### src/rtl/hazard_ctrl_if.sv
// +----------------------------------------------------------------------------+
// | hazard_ctrl_if                                                             |
// | ID/EX/M/W hazard inputs and stall/flush/forward outputs of hazard_ctrl.    |
// | Rev 1.0 - initial release                                                  |
// +----------------------------------------------------------------------------+
`default_nettype none

interface hazard_ctrl_if #(
  parameter int REG_AW = 5,
  parameter int CNT_W  = 32
);
  logic [REG_AW-1:0] rs1_d;
  logic [REG_AW-1:0] rs2_d;
  logic [REG_AW-1:0] rd_d;
  logic              use_rs1_d;
  logic              use_rs2_d;
  logic              memread_e;
  logic              regwrite_m;
  logic              regwrite_w;
  logic              br_taken_e;
  logic              stop_e;
  logic              resume;
  logic              stall_pc;
  logic              stall_fd;
  logic              eflush;
  logic              flush;
  logic [1:0]        fwd_a;
  logic [1:0]        fwd_b;
  logic              halted;
  logic [CNT_W-1:0]  stall_cnt;
  logic [CNT_W-1:0]  flush_cnt;

  modport master (
    output rs1_d, rs2_d, rd_d, use_rs1_d, use_rs2_d, memread_e,
           regwrite_m, regwrite_w, br_taken_e, stop_e, resume,
    input  stall_pc, stall_fd, eflush, flush, fwd_a, fwd_b, halted,
           stall_cnt, flush_cnt
  );

  modport slave (
    input  rs1_d, rs2_d, rd_d, use_rs1_d, use_rs2_d, memread_e,
           regwrite_m, regwrite_w, br_taken_e, stop_e, resume,
    output stall_pc, stall_fd, eflush, flush, fwd_a, fwd_b, halted,
           stall_cnt, flush_cnt
  );
endinterface

`default_nettype wire

### src/rtl/hazard_ctrl.sv
// +----------------------------------------------------------------------------+
// | hazard_ctrl                                                                |
// | RV32I 5-stage hazard/halt controller: load-use stall, branch flush,        |
// | EX forwarding selects and ECALL drain/halt sequencing.                     |
// | Optional perf counters: define HAZARD_PERF_EN.                             |
// | Rev 1.0 - initial release                                                  |
// +----------------------------------------------------------------------------+
`default_nettype none

module hazard_ctrl #(
  parameter int REG_AW       = 5,
  parameter int DRAIN_CYCLES = 2,
  parameter int CNT_W        = 32
) (
  input  wire logic    clk,
  input  wire logic    rstn,
  hazard_ctrl_if.slave hz
);

  localparam logic [1:0] c_st_run   = 2'd0;
  localparam logic [1:0] c_st_drain = 2'd1;
  localparam logic [1:0] c_st_halt  = 2'd2;
  localparam logic [3:0] c_drain_init = 4'(DRAIN_CYCLES - 1);

  logic [1:0]        r_state, w_state_nxt;
  logic [3:0]        r_drain_cnt, w_drain_cnt_nxt;
  logic [REG_AW-1:0] r_rs1_e, r_rs2_e, r_rd_e, r_rd_m, r_rd_w;
  logic              w_lu, w_stop_req, w_hold, w_flush, w_eflush;

  assign w_stop_req = (r_state == c_st_run) && hz.stop_e && !hz.br_taken_e;

  function automatic logic [1:0] fwd_sel(input logic [REG_AW-1:0] rs,
                                         input logic [REG_AW-1:0] rd_m,
                                         input logic [REG_AW-1:0] rd_w,
                                         input logic              we_m,
                                         input logic              we_w);
    if (we_m && (rd_m != '0) && (rd_m == rs))      return 2'b10;
    else if (we_w && (rd_w != '0) && (rd_w == rs)) return 2'b01;
    else                                           return 2'b00;
  endfunction

  // FSM state register
  always_ff @(posedge clk) begin
    if (!rstn) begin
      r_state     <= c_st_run;
      r_drain_cnt <= 4'd0;
    end else begin
      r_state     <= w_state_nxt;
      r_drain_cnt <= w_drain_cnt_nxt;
    end
  end

  // FSM next state
  always_comb begin
    w_state_nxt     = r_state;
    w_drain_cnt_nxt = r_drain_cnt;
    case (r_state)
      c_st_run: begin
        if (w_stop_req) begin
          w_state_nxt     = c_st_drain;
          w_drain_cnt_nxt = c_drain_init;
        end
      end
      c_st_drain: begin
        if (r_drain_cnt == 4'd0) w_state_nxt = c_st_halt;
        else                     w_drain_cnt_nxt = r_drain_cnt - 4'd1;
      end
      c_st_halt: begin
        if (hz.resume) w_state_nxt = c_st_run;
      end
      default: w_state_nxt = c_st_run;
    endcase
  end

  // FSM / hazard outputs; a taken branch overrides every stall
  always_comb begin
    w_lu = hz.memread_e && (r_rd_e != '0) &&
           ((hz.use_rs1_d && (r_rd_e == hz.rs1_d)) ||
            (hz.use_rs2_d && (r_rd_e == hz.rs2_d)));
    w_flush  = hz.br_taken_e;
    w_hold   = (r_state != c_st_run) || w_stop_req || w_lu;
    w_eflush = !w_flush && w_hold;
    hz.flush    = w_flush;
    hz.stall_pc = w_eflush;
    hz.stall_fd = w_eflush;
    hz.eflush   = w_eflush;
    hz.halted   = (r_state == c_st_halt);
    hz.fwd_a    = fwd_sel(r_rs1_e, r_rd_m, r_rd_w, hz.regwrite_m, hz.regwrite_w);
    hz.fwd_b    = fwd_sel(r_rs2_e, r_rd_m, r_rd_w, hz.regwrite_m, hz.regwrite_w);
  end

  // Register-address shadow of the E/M/W control pipeline
  always_ff @(posedge clk) begin
    if (!rstn) begin
      r_rs1_e <= '0;
      r_rs2_e <= '0;
      r_rd_e  <= '0;
      r_rd_m  <= '0;
      r_rd_w  <= '0;
    end else if (w_flush) begin
      r_rs1_e <= '0;
      r_rs2_e <= '0;
      r_rd_e  <= '0;
      r_rd_m  <= '0;
      r_rd_w  <= r_rd_m;
    end else if (w_eflush) begin
      r_rs1_e <= '0;
      r_rs2_e <= '0;
      r_rd_e  <= '0;
      r_rd_m  <= r_rd_e;
      r_rd_w  <= r_rd_m;
    end else begin
      r_rs1_e <= hz.rs1_d;
      r_rs2_e <= hz.rs2_d;
      r_rd_e  <= hz.rd_d;
      r_rd_m  <= r_rd_e;
      r_rd_w  <= r_rd_m;
    end
  end

`ifdef HAZARD_PERF_EN
  logic [CNT_W-1:0] r_stall_cnt, r_flush_cnt;

  // Saturating event counters, cleared only by reset
  always_ff @(posedge clk) begin
    if (!rstn) begin
      r_stall_cnt <= '0;
      r_flush_cnt <= '0;
    end else begin
      if (w_eflush && (r_stall_cnt != '1)) r_stall_cnt <= r_stall_cnt + CNT_W'(1);
      if (w_flush && (r_flush_cnt != '1))  r_flush_cnt <= r_flush_cnt + CNT_W'(1);
    end
  end

  assign hz.stall_cnt = r_stall_cnt;
  assign hz.flush_cnt = r_flush_cnt;
`else
  assign hz.stall_cnt = '0;
  assign hz.flush_cnt = '0;
`endif

endmodule

`default_nettype wire

### src/flat_wrapper.sv
// flat-port wrapper written by rule: the top's interface ports become plain ports
module hazard_ctrl_flat 
#(
  parameter int REG_AW       = 5,
  parameter int DRAIN_CYCLES = 2,
  parameter int CNT_W        = 32
)
  (clk, rstn, hz_rs1_d, hz_rs2_d, hz_rd_d, hz_use_rs1_d, hz_use_rs2_d, hz_memread_e, hz_regwrite_m, hz_regwrite_w, hz_br_taken_e, hz_stop_e, hz_resume, hz_stall_pc, hz_stall_fd, hz_eflush, hz_flush, hz_fwd_a, hz_fwd_b, hz_halted, hz_stall_cnt, hz_flush_cnt);
  hazard_ctrl_if #(.REG_AW(REG_AW), .CNT_W(CNT_W)) hz_i ();
  input  wire logic clk;
  input  wire logic rstn;
  input wire logic [$bits(hz_i.rs1_d)-1:0] hz_rs1_d;
  input wire logic [$bits(hz_i.rs2_d)-1:0] hz_rs2_d;
  input wire logic [$bits(hz_i.rd_d)-1:0] hz_rd_d;
  input wire logic [$bits(hz_i.use_rs1_d)-1:0] hz_use_rs1_d;
  input wire logic [$bits(hz_i.use_rs2_d)-1:0] hz_use_rs2_d;
  input wire logic [$bits(hz_i.memread_e)-1:0] hz_memread_e;
  input wire logic [$bits(hz_i.regwrite_m)-1:0] hz_regwrite_m;
  input wire logic [$bits(hz_i.regwrite_w)-1:0] hz_regwrite_w;
  input wire logic [$bits(hz_i.br_taken_e)-1:0] hz_br_taken_e;
  input wire logic [$bits(hz_i.stop_e)-1:0] hz_stop_e;
  input wire logic [$bits(hz_i.resume)-1:0] hz_resume;
  output wire logic [$bits(hz_i.stall_pc)-1:0] hz_stall_pc;
  output wire logic [$bits(hz_i.stall_fd)-1:0] hz_stall_fd;
  output wire logic [$bits(hz_i.eflush)-1:0] hz_eflush;
  output wire logic [$bits(hz_i.flush)-1:0] hz_flush;
  output wire logic [$bits(hz_i.fwd_a)-1:0] hz_fwd_a;
  output wire logic [$bits(hz_i.fwd_b)-1:0] hz_fwd_b;
  output wire logic [$bits(hz_i.halted)-1:0] hz_halted;
  output wire logic [$bits(hz_i.stall_cnt)-1:0] hz_stall_cnt;
  output wire logic [$bits(hz_i.flush_cnt)-1:0] hz_flush_cnt;
  assign hz_i.rs1_d = hz_rs1_d;
  assign hz_i.rs2_d = hz_rs2_d;
  assign hz_i.rd_d = hz_rd_d;
  assign hz_i.use_rs1_d = hz_use_rs1_d;
  assign hz_i.use_rs2_d = hz_use_rs2_d;
  assign hz_i.memread_e = hz_memread_e;
  assign hz_i.regwrite_m = hz_regwrite_m;
  assign hz_i.regwrite_w = hz_regwrite_w;
  assign hz_i.br_taken_e = hz_br_taken_e;
  assign hz_i.stop_e = hz_stop_e;
  assign hz_i.resume = hz_resume;
  assign hz_stall_pc = hz_i.stall_pc;
  assign hz_stall_fd = hz_i.stall_fd;
  assign hz_eflush = hz_i.eflush;
  assign hz_flush = hz_i.flush;
  assign hz_fwd_a = hz_i.fwd_a;
  assign hz_fwd_b = hz_i.fwd_b;
  assign hz_halted = hz_i.halted;
  assign hz_stall_cnt = hz_i.stall_cnt;
  assign hz_flush_cnt = hz_i.flush_cnt;
  hazard_ctrl #(.REG_AW(REG_AW), .DRAIN_CYCLES(DRAIN_CYCLES), .CNT_W(CNT_W)) u_core (.clk(clk), .rstn(rstn), .hz(hz_i));
endmodule
### config.mk
export PLATFORM = sky130hd
export DESIGN_NAME = hazard_ctrl_flat
export DESIGN_NICKNAME = d
export VERILOG_FILES = /design/src/rtl/hazard_ctrl_if.sv /design/src/rtl/hazard_ctrl.sv /design/src/flat_wrapper.sv
export SDC_FILE = /design/constraint.sdc
export NUM_CORES = 1
export LEC_CHECK = 0
export ABC_CLOCK_PERIOD_IN_PS = 2100
export CAP_MARGIN = 20
export CORE_MARGIN = 3
export CORE_UTILIZATION = 41
export CTS_BUF_LIST = sky130_fd_sc_hd__clkbuf_16
export CTS_CLUSTER_SIZE = 8
export DETAILED_ROUTE_END_ITERATION = 12
export GPL_ROUTABILITY_DRIVEN = 0
export PLACE_DENSITY = 0.89
export SLEW_MARGIN = 20
export SYNTH_ARGS = -nofsm -noshare
export SYNTH_HDL_FRONTEND = slang
export SYNTH_SLANG_ARGS = --single-unit
### constraint.sdc
create_clock -name clk -period 2.1 [get_ports clk]
set_clock_uncertainty 0.15 [all_clocks]
set_input_delay 0.315 -clock clk [delete_from_list [all_inputs] [get_ports clk]]
set_output_delay 0.315 -clock clk [all_outputs]
set_load 0.005 [all_outputs]
==> results.sh <==
export IMPL_initial_utilization_pct=44.1
export IMPL_min_path_type="flop to flop"
export IMPL_holdPathEnd="u_core.r_drain_cnt[3]"
export IMPL_violations="negative setup slack"
export IMPL_hold_start="u_core.r_drain_cnt[3]"
export IMPL_synth_ff_type="dfxtp_1"
export IMPL_synth_avg_cell_area_um2=8.84
export IMPL_drive_above_1_share_pct=21.2
export IMPL_hold_viol=0
export IMPL_finalWorstSetupSlack_ns=-0.111
export IMPL_route_detailed_drc=0
export IMPL_chipWidth_um=75.8
export IMPL_reg2reg_depth=6
export IMPL_num_vias=1426
export IMPL_grt_max_degree=21
export IMPL_clockBufferDepth=2
export IMPL_grt_pass1_vias=1286
export IMPL_cts_buffers=5
export IMPL_setup_viol=5
export IMPL_async_reset_ff_share_pct=0
export IMPL_syn_area_mm2=0.00200
export IMPL_initialDrtViolationCount=44
export IMPL_avgRoutedWirePerCell_um=11.3
export IMPL_seqCellArea_um2=626
export IMPL_yosysWarnings=0
export IMPL_grt_antenna_before_repair=0
export IMPL_grt_usage_pct=13.8
export IMPL_clock_root_buffer="clkbuf_16"
export IMPL_clkTransAtPathRegs_ns=0.05
export IMPL_worstPathRequired_ns=1.63
export IMPL_met3_usage_pct=3.43
export IMPL_status="finished, violations left"
export IMPL_whs_ns=0.371
export IMPL_crit_fanout=2
export IMPL_dr_pass1_iters=4
export IMPL_maxCapViolCount=0
export IMPL_grt_met1_usage_pct=16.2
export IMPL_layout_common_cells="conb_1 (64), dfxtp_1 (27), clkdlybuf4s50_1 (26)"
export IMPL_synth_seq_cells=31
export IMPL_end_kind="output port"
export IMPL_routed_wl_um=3880
export IMPL_hold_buffers=0
export IMPL_fin_nets=303
export IMPL_rsz0062_at_grt="true"
export IMPL_r2r_start="u_core.r_drain_cnt[0]"
export IMPL_hold_depth=2
export IMPL_core_area_mm2=0.00453
export IMPL_tns_ns=-0.253
export IMPL_multi_input_area_mm2=0.00110
export IMPL_netlist_instances=226
export IMPL_die_area_mm2=0.00575
export IMPL_cts_max_level=2
export IMPL_hpwl_um=2970
export IMPL_yosys_area_top_type_share_pct=31.1
export IMPL_finalCritPeriodShare_pct=105
export IMPL_critical_path_class="flop to output port"
export IMPL_pin_count=98
export IMPL_clock_sinks=31
export IMPL_synth_seq_area_share_pct=31.1
export IMPL_r2r_setup_slack_ns=0.42
export IMPL_io_buffer_count=33
export IMPL_grt_first_pass_wirelength_um=5800
export IMPL_leakagePower_nw=1.16
export IMPL_vias_per_cell=4.16
export IMPL_synth_top_area_cell="dfxtp_1"
export IMPL_cts_tree="yes"
export IMPL_synth_area_leaders="dfxtp_1 (31%), buf_4 (26%), xnor2_1 (7.0%), xor2_1 (7.0%), nand3_1 (5.3%)"
export IMPL_peakVddDrop_mv=0.343
export IMPL_diodes=0
export IMPL_maxSlewViolCount=0
export IMPL_nFillCells=405
export IMPL_worstReg2RegEnd="u_core.r_drain_cnt[0]"
export IMPL_layout_min_cycle_time_ns=2.21
export IMPL_gr_total_overflow=0
export IMPL_synth_cell_types=34
export IMPL_startpoint_type="flop"
export IMPL_worstPathArrival_ns=1.75
export IMPL_final_antenna_net_count=0
export IMPL_fmax_ghz=0.452
export IMPL_powerDensity_mw_per_mm2=617
export IMPL_clk_latency_ns=0.27
export IMPL_final_common_cell="conb_1"
export IMPL_synth_edf_count=0
export IMPL_die_h_um=75.8
export IMPL_use_met2_pct=23.5
export IMPL_synthToLayoutAreaGrowth_pct=22.5
export IMPL_rows=24
export IMPL_busiest_layer="met2"
synth_stat cells, drive strengths merged, types with 2 or more instances:
cell	count
a21oi	15
and2	10
and3	2
buf	70
clkbuf	3
dfxtp	31
inv	3
nand2	5
nand2b	2
nand3	21
nand4	2
nor2	5
nor2b	3
nor3	2
nor4	4
o21a	2
o21ai	2
or4	5
xnor2	16
xor2	16
where the power goes:
part	internal, W	switching [W]	total (W)
clock network	0.000426	0.000235	0.000661
logic	0.000115	0.000117	0.000232
registers	0.000605	0.0000136	0.000619
worst max-delay path by stage:
| stage | from | end | slack [ns] | cells past startpoint |
|---|---|---|---|---|
| 5_1_grt | u_core.r_rd_m[2] | hz_fwd_a[0] | -0.19 | 6 |
| 2_1_floorplan | u_core.r_rd_e[1] | hz_stall_fd | 0.17 | 4 |
| 6_report | u_core.r_rd_m[2] | hz_fwd_a[0] | -0.11 | 6 |
| 3_5_place_dp | hz_regwrite_w | hz_fwd_b[0] | -0.43 | 5 |
| 4_1_cts | u_core.r_rd_w[2] | hz_fwd_a[0] | -0.15 | 5 |
| 3_3_place_gp | hz_regwrite_w | hz_fwd_b[0] | -0.39 | 5 |
registers in the layout, summed over array words and instances (netlist names):
name                count
u_core.r_rs2_e          5
u_core.r_state          2
u_core.r_rd_e           5
u_core.r_drain_cnt      4
u_core.r_rs1_e          5
u_core.r_rd_m           5
u_core.r_rd_w           5
final cells by class:
type                    count  area share, %
flip-flops and latches     31           25.5
well taps                  65           3.32
clock buffers               5           5.11
clock inverters             3          0.511
repair buffers             54           20.0
multi-input cells         182           45.1
inverters                   3          0.460
metal layers:
metal | wire length [um] | part of all wire [%] | up-vias
met5 | 0 | 0 | -
met4 | 55 | 1.4 | 0
met3 | 313 | 8.1 | 5
met2 | 1950 | 50 | 71
met1 | 1560 | 40 | 632
li1 | - | - | 718
through the flow:
stage	setup WS, ns	total power [W]	instance area, um^2	util (%)	std cells
floorplan	0.166	0.000842	2230	-	289
global placement	-0.394	0.000844	2260	49.8	334
detailed placement	-0.425	0.000849	2260	49.8	334
CTS	-0.153	0.00152	2440	53.9	343
global route	-0.187	0.00157	2450	54.0	343
finish	-0.111	0.00151	2450	54.0	343
cell families after synthesis:
family	Yosys count	share of synthesized area, %
XOR/XNOR	32	14.0
AO/OA/AOI/OAI	23	8.77
adder cells (fa/ha/maj)	1	0.626
buffers and inverters	76	27.5
AND/OR/NAND/NOR	62	17.8
other	1	0.188
flip-flops	31	31.1
critical path, stage by stage, from the launching register on:
cell and delay (ns):
dfxtp_2 0.31, or4_4 0.55, o21ai_4 0.19, buf_6 0.12, nor4_2 0.04, nor4_2 0.12
buf_2 0.15
timing repair:
item,4_1_cts,5_1_grt
buffers inserted,3,0
gates resized for setup,42,1
setup endpoints to repair,7,7
pin swaps,11,3
No activity file was read; power rests on OpenSTA's default activity.
